## src/rtl/gpio_ctrl.sv

```systemverilog
// gpio_ctrl: bus slave between the core data bus and the 32-bit GPIO port.
// Decodes word-indexed register accesses with a two-state req/ack handshake,
// drives the GPIO port write strobes, keeps readback shadows of the output and
// direction registers, and adds per-pin edge interrupts with a level o_Irq.
module gpio_ctrl #(
  parameter int WIDTH  = 32,
  parameter int ADDR_W = 3
) (
  input  logic              i_Clk,
  input  logic              i_rst,
  input  logic              i_Req,
  input  logic              i_We,
  input  logic [ADDR_W-1:0] i_Addr,
  input  logic [WIDTH-1:0]  i_WData,
  output logic              o_Ack,
  output logic [WIDTH-1:0]  o_RData,
  output logic              o_Irq,
  input  logic [WIDTH-1:0]  i_DIN,
  output logic [WIDTH-1:0]  o_DD,
  output logic              o_WEO,
  output logic              o_WER
);

  // Register word indices; slots 6 and 7 are unmapped.
  localparam logic [ADDR_W-1:0] A_DOUT  = ADDR_W'(0);
  localparam logic [ADDR_W-1:0] A_DIR   = ADDR_W'(1);
  localparam logic [ADDR_W-1:0] A_DIN   = ADDR_W'(2);
  localparam logic [ADDR_W-1:0] A_IEN   = ADDR_W'(3);
  localparam logic [ADDR_W-1:0] A_IRISE = ADDR_W'(4);
  localparam logic [ADDR_W-1:0] A_PEND  = ADDR_W'(5);

  typedef enum logic [0:0] {
    ST_IDLE = 1'b0,
    ST_ACK  = 1'b1
  } state_t;

  state_t            r_State;
  state_t            w_NextState;
  logic              w_Capture;
  logic              w_InAck;

  // Transaction latched in the capture cycle, consumed in the ACK cycle.
  logic              r_We;
  logic [ADDR_W-1:0] r_Addr;
  logic [WIDTH-1:0]  r_WData;

  logic [WIDTH-1:0]  r_RData;
  logic [WIDTH-1:0]  r_DD;
  logic [WIDTH-1:0]  r_DoutS;
  logic [WIDTH-1:0]  r_DirS;
  logic [WIDTH-1:0]  r_Ien;
  logic [WIDTH-1:0]  r_Irise;
  logic [WIDTH-1:0]  r_Pend;
  logic [WIDTH-1:0]  r_DinPrev;
  logic              r_Irq;

  logic [WIDTH-1:0]  w_RdMux;
  logic [WIDTH-1:0]  w_Rise;
  logic [WIDTH-1:0]  w_Fall;
  logic [WIDTH-1:0]  w_Evt;
  logic [WIDTH-1:0]  w_Clr;
  logic              w_WrDout;
  logic              w_WrDir;
  logic              w_WrIen;
  logic              w_WrIrise;
  logic              w_WrPend;

  // Handshake state register; reset aborts any transaction in flight.
  always_ff @(posedge i_Clk) begin
    if (i_rst) begin
      r_State <= ST_IDLE;
    end else begin
      r_State <= w_NextState;
    end
  end

  // Next-state logic: IDLE captures a request, ACK always lasts one cycle.
  always_comb begin
    w_NextState = r_State;
    w_Capture   = 1'b0;
    case (r_State)
      ST_IDLE: begin
        if (i_Req) begin
          w_Capture   = 1'b1;
          w_NextState = ST_ACK;
        end
      end
      ST_ACK: begin
        w_NextState = ST_IDLE;
      end
      default: begin
        w_NextState = ST_IDLE;
      end
    endcase
  end

  assign w_InAck = (r_State == ST_ACK);

  // Write commits happen in the ACK cycle using the latched transaction.
  always_comb begin
    w_WrDout  = 1'b0;
    w_WrDir   = 1'b0;
    w_WrIen   = 1'b0;
    w_WrIrise = 1'b0;
    w_WrPend  = 1'b0;
    if (w_InAck && r_We) begin
      case (r_Addr)
        A_DOUT:  w_WrDout  = 1'b1;
        A_DIR:   w_WrDir   = 1'b1;
        A_IEN:   w_WrIen   = 1'b1;
        A_IRISE: w_WrIrise = 1'b1;
        A_PEND:  w_WrPend  = 1'b1;
        default: begin
        end
      endcase
    end
  end

  // Readback mux evaluated at capture time so DATA_IN reflects that cycle.
  always_comb begin
    w_RdMux = '0;
    case (i_Addr)
      A_DOUT:  w_RdMux = r_DoutS;
      A_DIR:   w_RdMux = r_DirS;
      A_DIN:   w_RdMux = i_DIN;
      A_IEN:   w_RdMux = r_Ien;
      A_IRISE: w_RdMux = r_Irise;
      A_PEND:  w_RdMux = r_Pend;
      default: w_RdMux = '0;
    endcase
  end

  // Latch the request fields when a transaction is accepted.
  always_ff @(posedge i_Clk) begin
    if (i_rst) begin
      r_We    <= 1'b0;
      r_Addr  <= '0;
      r_WData <= '0;
    end else if (w_Capture) begin
      r_We    <= i_We;
      r_Addr  <= i_Addr;
      r_WData <= i_WData;
    end
  end

  // Read data is loaded only for an accepted read, so it is zero outside ACK.
  always_ff @(posedge i_Clk) begin
    if (i_rst) begin
      r_RData <= '0;
    end else if (w_Capture && !i_We) begin
      r_RData <= w_RdMux;
    end else begin
      r_RData <= '0;
    end
  end

  // Port write data is loaded for port writes and otherwise holds its value.
  always_ff @(posedge i_Clk) begin
    if (i_rst) begin
      r_DD <= '0;
    end else if (w_Capture && i_We && ((i_Addr == A_DOUT) || (i_Addr == A_DIR))) begin
      r_DD <= i_WData;
    end
  end

  // Shadow and interrupt configuration registers update at the end of ACK.
  always_ff @(posedge i_Clk) begin
    if (i_rst) begin
      r_DoutS <= '0;
      r_DirS  <= '0;
      r_Ien   <= '0;
      r_Irise <= '0;
    end else begin
      if (w_WrDout) begin
        r_DoutS <= r_WData;
      end
      if (w_WrDir) begin
        r_DirS <= r_WData;
      end
      if (w_WrIen) begin
        r_Ien <= r_WData;
      end
      if (w_WrIrise) begin
        r_Irise <= r_WData;
      end
    end
  end

  // Edge events only on enabled input pins; driven outputs never raise PEND.
  assign w_Rise = i_DIN & ~r_DinPrev;
  assign w_Fall = ~i_DIN & r_DinPrev;
  assign w_Evt  = r_DirS & r_Ien & ((r_Irise & w_Rise) | (~r_Irise & w_Fall));
  assign w_Clr  = w_WrPend ? r_WData : '0;

  // Pending bits: write-1-to-clear, with a same-cycle event taking priority.
  always_ff @(posedge i_Clk) begin
    if (i_rst) begin
      r_DinPrev <= '0;
      r_Pend    <= '0;
    end else begin
      r_DinPrev <= i_DIN;
      r_Pend    <= (r_Pend & ~w_Clr) | w_Evt;
    end
  end

  // Interrupt line follows the enabled pending bits one cycle later.
  always_ff @(posedge i_Clk) begin
    if (i_rst) begin
      r_Irq <= 1'b0;
    end else begin
      r_Irq <= |(r_Pend & r_Ien);
    end
  end

  assign o_Ack   = w_InAck;
  assign o_RData = r_RData;
  assign o_DD    = r_DD;
  assign o_WEO   = w_WrDout;
  assign o_WER   = w_WrDir;
  assign o_Irq   = r_Irq;

endmodule

```

## config.mk

```make
export PLATFORM = sky130hd
export DESIGN_NAME = gpio_ctrl
export DESIGN_NICKNAME = d
export VERILOG_FILES = /design/src/rtl/gpio_ctrl.sv
export SDC_FILE = /design/constraint.sdc
export NUM_CORES = 1
export LEC_CHECK = 0
export BUFFER_PORTS_ARGS = -buffer_cell sky130_fd_sc_hd__buf_2
export CORE_ASPECT_RATIO = 0.75
export CORE_MARGIN = 10
export CORE_UTILIZATION = 58
export DETAILED_ROUTE_END_ITERATION = 10
export PLACE_DENSITY = 0.83
export SLEW_MARGIN = 10
export SYNTH_ARGS = -nofsm -noshare
export SYNTH_HDL_FRONTEND = slang
export SYNTH_SLANG_ARGS = --single-unit
```

## constraint.sdc

```tcl
create_clock -name i_Clk -period 1.8 [get_ports i_Clk]
set_input_delay 0.45 -clock i_Clk [delete_from_list [all_inputs] [get_ports i_Clk]]
set_output_delay 0.45 -clock i_Clk [all_outputs]
set_load 0.05 [all_outputs]
```

==> run metrics, run 1 <==
period utilization=108%; row cnt=45; worst relative slew slack=66.5%; syn nets=1496; DRC viols=0; kind of critical path=reg2out; average wire per standard cell=20.1 um; post-synth top area cell=dfxtp_1; Pwr Density=974 mW/mm^2; end point of the critical path=o_WEO; total number of vias=11000; fmax=514 MHz; largest family of logic cells by synthesized area=simple AND/OR/NAND/NOR gates; Fin. Hold Viols=0; complex-gate fraction of the synthesized area=17.0%; max-capacitance violation count=0; WP data arrival=1.49 ns; Post-layout nets=1623; Leakage=5.18 nW; setup TNS=-0.241 ns; Antenna Nets Post-Route=0; critical path's largest stage delay=around 0.37 ns; Critical R2R Capture=r_Irise[14]; setup ws final=-0.145 ns; PortBufs=138; Worst Tran Pin Value=0.502 ns; CP Cell Sequence=nor3b_4 > nand2_2 > inv_2 > buf_8; RSZ-0062 raised after global routing=yes; CTS root buf=clkbuf_16; Reg2Reg Setup Slack=0.14 ns; Crit-path slowest cell=dfxtp_4; Clock transition at path regs=0.06 ns; Worst setup SP type=register; Async SR Flop Fraction=0%; clock skew=~0.023 ns; first-pass GRT wire length=57200 um; register area share after synthesis=49.3%; Die Span X=around 190 um; CTS tree=built; Cell Area, Synth=0.0119 mm^2; CORE AREA=0.0202 mm^2; DRT Wirelength=~37000 um; Placed Cells incl. Taps=1772; #FFs+latches synth=294; Most used DFF post-synth=dfxtp_1; final setup vio count=2; Die Ht=between 100 and 150 um; Worst Reg-to-Reg Cells=7; synth-to-layout area growth=18.3%; CTS Buf Count=28; initial antenna violation count=1; Multi-input gate area=0.00549 mm^2; CTS sink count=294; failing checks=negative setup slack; count of cell types in the netlist=37; die area=0.0268 mm^2; vias per std cell=6.01; Critical Path Sink Type=output port; gr usage total=roughly 27%; final global-route overflow total=0; min-delay worst type=in2reg; Placer Congestion=0.879; vias in the first global route=10800; Post-synth top cells=nand2_1, dfxtp_1, a21oi_1; hold-fix buffer count after cts=0; First-pass DRT Iterations=8; area occupied by registers=0.00590 mm^2; fin cells=around 1800; pin count of the biggest net entering global routing=80; worst path required time=1.35 ns; initial core utilization=59.0%; initial DRC count=1212; clock latency on the worst-skew pair=between 0.5 and 0.6 ns; io pins=139; Reg-to-Reg Start=r_Addr[1]; post-synthesis xor/xnor area fraction=0%; Final HPWL DP=24200 um; Synth Area in Adders=0%; maximum clock path buffer count=3; Fill cells=1549; critical path peak fanout=4; Syn Inst Count=1425; final slew viol count=0; Post-synth EDFFs=0; pre-CTS WS=0.0967 ns; top cell type's share of synthesized area=between 40% and 50%; count leader, synth=nand2_1; htree depth=1; synth warn=0; Area contributors post-synth=dfxtp_1, nand2_1, a21oi_1; worst vdd ir=about 0.77 mV; mux contribution to synthesized area=8.04%; Mean Syn Cell Area=between 8 and 9 um^2; Period minus WS final=around 2 ns; Setup crit start=r_Addr[1]; share of cells above drive strength 1=19.7%; status=complete, but fails checks; Simple-Gate Fraction of Synth Area=20.7%
[repair_timing]
action	4_1_cts	5_1_grt
resized for setup	19	1
buffers inserted	5	3
pin swaps	1	2
setup endpoints to repair	2	2
[state kept, by name (all words and copies together) (netlist names)]
| name | flops |
|---|---|
| o_DD | 32 |
| o_RData | 32 |
| r_DinPrev | 32 |
| r_DirS | 32 |
| r_DoutS | 32 |
| r_Ien | 32 |
| r_Irise | 32 |
| r_Pend | 32 |
| r_WData | 32 |
| r_Addr | 3 |
| o_Ack | 1 |
| o_Irq | 1 |
| r_We | 1 |
[how the worst min path moves through the flow]
| stage | startpoint | end | slack (ns) | depth (start not counted) |
|---|---|---|---|---|
| detailed placement | r_DoutS[15] | r_DoutS[15] | 0.45 | 2 |
| global placement | o_DD[9] | o_DD[9] | 0.44 | 2 |
| floorplan | r_DoutS[0] | r_DoutS[0] | 0.43 | 2 |
| global route | i_WData[7] | r_WData[7] | 0.15 | 3 |
| CTS | i_WData[8] | o_DD[8] | 0.14 | 3 |
| finish | i_WData[5] | o_DD[5] | 0.15 | 3 |
[kinds of logic after synthesis]
group | after synthesis
flops | 294
compound gates | 354
buf+inv | 131
simple gates | 582
mux | 64
[layout make-up]
cell class / instances / area share [%]
multi-input cells: 1000 / 38.9
diodes: 1 / 0.0177
clock buffers: 41 / 5.89
flip-flops and latches: 294 / 41.8
well taps: 258 / 2.29
clock inverters: 9 / 0.913
inverters: 36 / 0.975
repair buffers: 192 / 9.20
[power breakdown]
group | internal [mW] | switching, mW | total [mW]
clock network | 3.62 | 2.54 | 6.16
logic | 0.323 | 0.532 | 0.855
registers | 6.61 | 0.122 | 6.73
[worst max-delay path: cells and delay by family, from the launching register on]
family	cells	cell delay, ns
buffers and inverters	2	0.26
DFF	1	0.37
and+or+nand+nor	2	0.32
[layout by cell type (no fill, tap or decap), drive strengths merged, types with 2 or more instances in the layout]
master      n
a21oi     229
a222oi      6
a22oi      44
and3        2
buf       192
bufinv      3
clkbuf     41
clkinv      3
clkinvlp    2
dfxtp     294
inv        37
mux2       35
mux2i       7
mux4       22
nand2     425
nand2b      2
nand3       4
nand3b      2
nand4       6
nor2       68
nor2b      36
nor3b      32
o211ai     31
o21ai      34
o22a        3
o2bb2ai     6
[stage by stage]
| step | power [mW] | instance area, um^2 | hold WS, ns | util (%) |
|---|---|---|---|---|
| floorplan | 7.33 | 11900 | 0.433 | - |
| CTS | 13.8 | 14100 | 0.135 | 69.7 |
| global placement | 7.67 | 13000 | 0.438 | 64.4 |
| global route | 14.1 | 14100 | 0.154 | 69.8 |
| finish | 13.7 | 14100 | 0.145 | 69.8 |
| detailed placement | 7.69 | 13000 | 0.446 | 64.4 |
[routing by layer]
metal | share of wire (%) | vias to the layer above | GRT usage, %
li1 | - | 5091 | -
met1 | 39 | 5191 | 33.8
met2 | 46 | 623 | 43.0
met3 | 11 | 94 | 6.62
met4 | 3.7 | 0 | 11.6
met5 | 0 | - | 0
(Power assumes the default switching activity.)
==> run 2: changes to the inputs <==
- BUFFER_PORTS_ARGS: -buffer_cell sky130_fd_sc_hd__buf_2 -> -buffer_cell sky130_fd_sc_hd__clkbuf_2
==> run metrics, run 2 (synthesis gave the netlist of run 1 again) <==
status=complete, but fails checks; area occupied by registers=0.00590 mm^2 (about the same); row cnt=45 (unchanged); WP data arrival=1.48 ns (about the same); Multi-input gate area=0.00549 mm^2 (about the same); hold path cells=3 (unchanged); Post-layout nets=1627 (+0.25%); Die Ht=144 um (unchanged); period utilization=107% (-0.95 points); fin cells=1837 (+0.33%); failing checks=negative setup slack; CTS tree=built; initial antenna violation count=1 (unchanged); leading cell type in the layout, fill and taps excluded=nand2_1; hold-fix buffer count after cts=0 (unchanged); Sw Share=23.2% (about the same); clock latency on the worst-skew pair=0.55 ns (about the same); final slew viol count=0 (unchanged); DRC viols=0 (unchanged); RSZ-0062 raised after global routing=yes; Reg-to-Reg Start=r_Ien[4]; Final HPWL DP=24200 um (-0.32%); Leakage=5.14 nW (-0.76%); P_int=10.5 mW (-0.90%); CTS sink count=294 (unchanged); Worst Reg-to-Reg Cells=5 (-2); max-capacitance violation count=0 (unchanged); clock skew=0.0220 ns (-0.000950 ns); Die Span X=186 um (unchanged); vias per std cell=6.06 (+0.85%); Hold Slack=0.136 ns (-0.00881 ns); CORE AREA=0.0202 mm^2 (unchanged); Period minus WS final=1.93 ns (-0.0171 ns); setup ws final=-0.128 ns (+0.0171 ns); post-route cell area=0.0141 mm^2 (-0.22%); Worst setup SP type=register; share of cells above drive strength 1=20.1% (+0.37 points); CTS Buf Count=28 (unchanged); initial DRC count=1190 (-1.8%); worst path required time=1.35 ns (about the same); Clock transition at path regs=0.06 ns (about the same); DRT Wirelength=36600 um (-0.62%); commonest cells after routing, fill and taps aside=nand2_1, dfxtp_1, a21oi_1; synth-to-layout area growth=18.0%; Antenna Nets Post-Route=0 (unchanged); combinational share of power=6.2% (about the same); Critical R2R Capture=o_Irq; First-pass DRT Iterations=6 (-2); Fill cells=1553 (+0.26%); worst vdd ir=0.634 mV (-17%); Pwr Density=967 mW/mm^2 (-0.71%); final global-route overflow total=0 (unchanged); vias in the first global route=10900 (+0.93%); worst relative slew slack=58.6% (-7.9 points); kind of critical path=reg2out; worst hold path endpoint=o_DD[0]; htree depth=1 (unchanged); Critical Path Sink Type=output port; PortBufs=138 (unchanged); Clk pwr share=44.3% (-0.5 points); average wire per standard cell=19.9 um (-0.94%); final setup vio count=2 (unchanged); Hold Startpoint=i_WData[0]; fmax=519 MHz (+0.89%); Placed Cells incl. Taps=1775 (+0.17%); net switching power=3.16 mW (-1.0%); min-delay worst type=in2reg; Sequential Power Share=49.5% (+0.5 points); die area=0.0268 mm^2 (unchanged); Placed Instance Area=0.0130 mm^2 (about the same); Placer Congestion=0.893 (+1.6%); pin count of the biggest net entering global routing=74 (-7.5%); critical path peak fanout=3 (-1); first-pass GRT wire length=57400 um (+0.38%); initial core utilization=59.0% (unchanged); Worst Tran Pin Value=0.617 ns (+0.115 ns); Reg2Reg Setup Slack=0.01 ns (-0.13 ns); Fin. Hold Viols=0 (unchanged); gr usage total=26.7% (-0.15 points); io pins=139 (unchanged); CTS root buf=clkbuf_16; total number of vias=11100 (+1.2%); maximum clock path buffer count=3 (unchanged)
-- run 2: cell types whose count changed in the layout (fill, tap and decap cells not counted), moves of 2 or more --
| cell | before | now |
|---|---|---|
| buf_2 | 135 | 1 |
| clkbuf_2 | 0 | 134 |
| buf_4 | 40 | 49 |
| buf_12 | 14 | 11 |
| clkinv_2 | 3 | 6 |
| buf_8 | 2 | 0 |
| clkinvlp_4 | 2 | 0 |
-- run 2: repair_timing --
item / 4_1_cts / 5_1_grt
gates cloned: 0 / 0
resized for setup: 14 / 2
pin swaps: 3 / 2
endpoints found under the hold margin: 0 / 0
setup buffers: 6 / 3
setup endpoints to repair: 2 / 3
-- run 2: metrics by stage --
stage | total power [mW] | setup slack, ns | setup TNS [ns] | utilization [%]
after detailed placement | 7.68 | 0.0553 | 0 | 64.4
final | 13.6 | -0.128 | -0.216 | 69.7
after CTS | 13.6 | -0.113 | -0.199 | 69.5
after floorplan | 7.33 | 0.0221 | 0 | -
after global placement | 7.66 | 0.0486 | 0 | 64.4
after global routing | 14.0 | -0.165 | -0.285 | 69.7
-- run 2: worst max path at each step --
stage | start | end | slack, ns | cells past startpoint
after floorplan | o_Ack | o_WEO | 0.02 | 4
after global placement | i_Addr[2] | o_RData[29] | 0.05 | 5
after detailed placement | i_Addr[2] | o_RData[15] | 0.06 | 5
after CTS | r_Addr[1] | o_WEO | -0.11 | 4
after global routing | r_Addr[0] | o_WEO | -0.17 | 4
final | r_Addr[0] | o_WEO | -0.13 | 4
-- run 2: cell type report --
| class | count | area share (%) |
|---|---|---|
| Clock buffer | 43 | 6.03 |
| Tap cell | 258 | 2.29 |
| Antenna cell | 1 | 0.0178 |
| Sequential cell | 294 | 41.9 |
| Timing Repair Buffer | 196 | 9.06 |
| Clock inverter | 9 | 0.720 |
| Inverter | 36 | 0.995 |
| Multi-Input combinational cell | 1000 | 39.0 |
-- run 2: power by group through the flow --
| stage | clock network (mW) | logic (mW) | registers [mW] |
|---|---|---|---|
| 4_1_cts | 6.08 | 0.822 | 6.74 |
| 2_1_floorplan | 0 | 0.436 | 6.89 |
| 3_3_place_gp | 0 | 0.784 | 6.87 |
| 5_1_grt | 6.33 | 0.907 | 6.75 |
| 3_5_place_dp | 0 | 0.803 | 6.88 |
| 6_report | 6.04 | 0.841 | 6.74 |
-- run 2: per-layer routing --
layer	wire, um	vias to the layer above	track usage [%]
met4	989	0	7.91
met1	14300	5326	33.9
met2	17400	621	45.0
met3	3890	86	5.41
li1	-	5096	-
met5	0	-	0
-- run 2: worst max-delay path: stages (launching register included) --
cell and delay [ns]:
dfxtp_4 0.36, nor3b_4 0.22, nand2_2 0.11, inv_4 0.10
buf_12 0.14
==> run 3: changes to the inputs <==
- CORE_UTILIZATION: 58 -> 23
- PLACE_DENSITY: 0.83 -> 0.42
- SKIP_LAST_GASP: not set -> 1
==> run metrics, run 3 (synthesis gave the netlist of run 1 again) <==
status=complete, but fails checks; failing checks=negative setup slack; PortBufs=138 (unchanged); Period minus WS final=1.92 ns (-0.00946 ns); Reg-to-Reg Start=r_Ien[10]; First-pass DRT Iterations=6 (unchanged); critical path peak fanout=6 (+3); CTS sink count=294 (unchanged); share of cells above drive strength 1=20.5% (+0.44 points); worst relative slew slack=49.4% (-9.3 points); total number of vias=10600 (-4.7%); die area=0.0615 mm^2 (+130%); initial antenna violation count=0 (-1); vias in the first global route=10400 (-4.6%); synth-to-layout area growth=25.2%; Leakage=5.27 nW (+2.5%); maximum clock path buffer count=3 (unchanged); critical path's largest stage delay=0.36 ns (about the same); DRC viols=0 (unchanged); clock latency on the worst-skew pair=0.53 ns (-0.02 ns); pin count of the biggest net entering global routing=135 (+82%); Worst Tran Pin Value=0.759 ns (+0.142 ns); row cnt=72 (+60%); end point of the critical path=o_WEO; commonest cells after routing, fill and taps aside=nand2_1, dfxtp_1, a21oi_1; CORE AREA=0.0514 mm^2 (+150%); kind of critical path=reg2out; io pins=139 (unchanged); final slew viol count=0 (unchanged); CTS Buf Count=34 (+21%); htree depth=2 (+1); CTS root buf=clkbuf_16; initial core utilization=23.2% (-36 points); vias per std cell=4.62 (-24%); antenna diode count=0 (-1); Worst setup SP type=register; leading cell type in the layout, fill and taps excluded=nand2_1; Pwr Density=979 mW/mm^2 (+1.2%); Clock transition at path regs=0.06 ns (about the same); first-pass GRT wire length=67200 um (+17%); DRT Wirelength=44800 um (+23%); fmax=521 MHz (+0.49%); CP Cell Sequence=nor3b_4 > nand2_2 > inv_4 > buf_12; Total Power=14.6 mW (+7.4%); worst path required time=1.35 ns (about the same); CP top delay family=flip-flops; WP data arrival=1.47 ns (about the same); post-route cell area=0.0149 mm^2 (+6.1%); Die Span X=283 um (+52%); Placed Instance Area=0.0137 mm^2 (+5.5%); worst vdd ir=0.431 mV (-32%); clock skew=0.0132 ns (-0.00877 ns); final global-route overflow total=0 (unchanged); Fin. Hold Viols=0 (unchanged); min-delay worst type=in2reg; Critical Path Sink Type=output port; Reg2Reg Setup Slack=0.14 ns (+0.13 ns); max-capacitance violation count=0 (unchanged); period utilization=107% (-0.53 points); fin cells=2296 (+25%); RSZ-0062 raised after global routing=yes; average wire per standard cell=19.5 um (-2.0%); gr usage total=14.1% (-13 points); initial DRC count=956 (-20%); Final HPWL DP=30200 um (+25%); Final Core Density=29.0% (-41 points); Buf/Inv on CP=2 (unchanged); final setup vio count=2 (unchanged); setup ws final=-0.118 ns (+0.00946 ns); Antenna Nets Post-Route=0 (unchanged); Placer Congestion=0.773 (-13%); Crit-path slowest cell=dfxtp_2; Die Ht=217 um (+51%); Worst Reg-to-Reg Cells=6 (+1); Critical R2R Capture=o_Irq; setup TNS=-0.215 ns (+0.000723 ns); CTS tree=built; Post-layout nets=1641 (+0.86%); Placed Cells incl. Taps=2230 (+26%); WP depth=4 (unchanged); Fill cells=5568 (+260%); Setup crit start=r_Addr[0]
-- run 3: changes by cell type in the layout (fill, tap and decap cells not counted), sizes merged --
cell      previous run  this run
buf                 62        70
bufinv               2         0
clkbuf             177       193
clkinv               6         0
clkinvlp             0         1
diode                1         0
inv                 37        35
-- run 3: worst register-to-register path: cells and delay by family, from the launching register on --
kind | cells | cell delay, ns
AOI/OAI and AO/OA | 1 | 0.29
and+or+nand+nor | 3 | 0.54
DFF | 1 | 0.33
buffers and inverters | 2 | 0.37
-- run 3: where the power goes --
| group | internal [mW] | switching, mW | leakage [nW] | total [mW] |
|---|---|---|---|---|
| registers | 6.61 | 0.129 | 2.39 | 6.74 |
| logic | 0.330 | 0.548 | 2.34 | 0.878 |
| clock network | 4.16 | 2.84 | 0.542 | 7.00 |
| total | 11.1 | 3.52 | 5.27 | 14.6 |
-- run 3: layer usage --
layer	vias up	track usage, %	share of wire (%)
li1	5130	-	-
met1	5165	19.3	47
met2	263	22.6	45
met3	46	2.92	5.8
met4	0	3.19	1.6
met5	-	0	0
-- run 3: area by class of cell --
type / count / area [um^2] / area share, %
Sequential cell: 294 / 5900 / 39.5
Multi-Input combinational cell: 1000 / 5490 / 36.8
Timing Repair Buffer: 204 / 1420 / 9.48
Clock buffer: 59 / 1110 / 7.42
Tap cell: 703 / 880 / 5.89
Inverter: 36 / 141 / 0.947
-- run 3: per-stage QoR --
stage          hold WS (ns)  setup slack [ns]
6_report              0.164            -0.118
5_1_grt               0.155            -0.154
4_1_cts               0.139            -0.128
3_5_place_dp          0.447            0.0494
3_3_place_gp          0.441            0.0603
2_1_floorplan         0.433            0.0221
-- run 3: how the worst min path moves through the flow --
stage                start     endpoint  slack, ns  cells after the start
6_report       i_WData[29]     o_DD[29]       0.16                      3
2_1_floorplan   r_DoutS[0]   r_DoutS[0]       0.43                      2
4_1_cts         i_WData[7]      o_DD[7]       0.14                      3
3_3_place_gp   r_DoutS[27]  r_DoutS[27]       0.44                      2
3_5_place_dp   r_DoutS[31]  r_DoutS[31]       0.45                      2
5_1_grt         i_WData[0]      o_DD[0]       0.16                      3
-- run 3: repair_timing --
action / CTS / global route
endpoints found under the setup margin: 2 / 4
setup buffers: 6 / 1
endpoints found under the hold margin: 0 / 0
hold buffers: 0 / 0
gates resized for setup: 13 / 2
pin swaps: 2 / 2
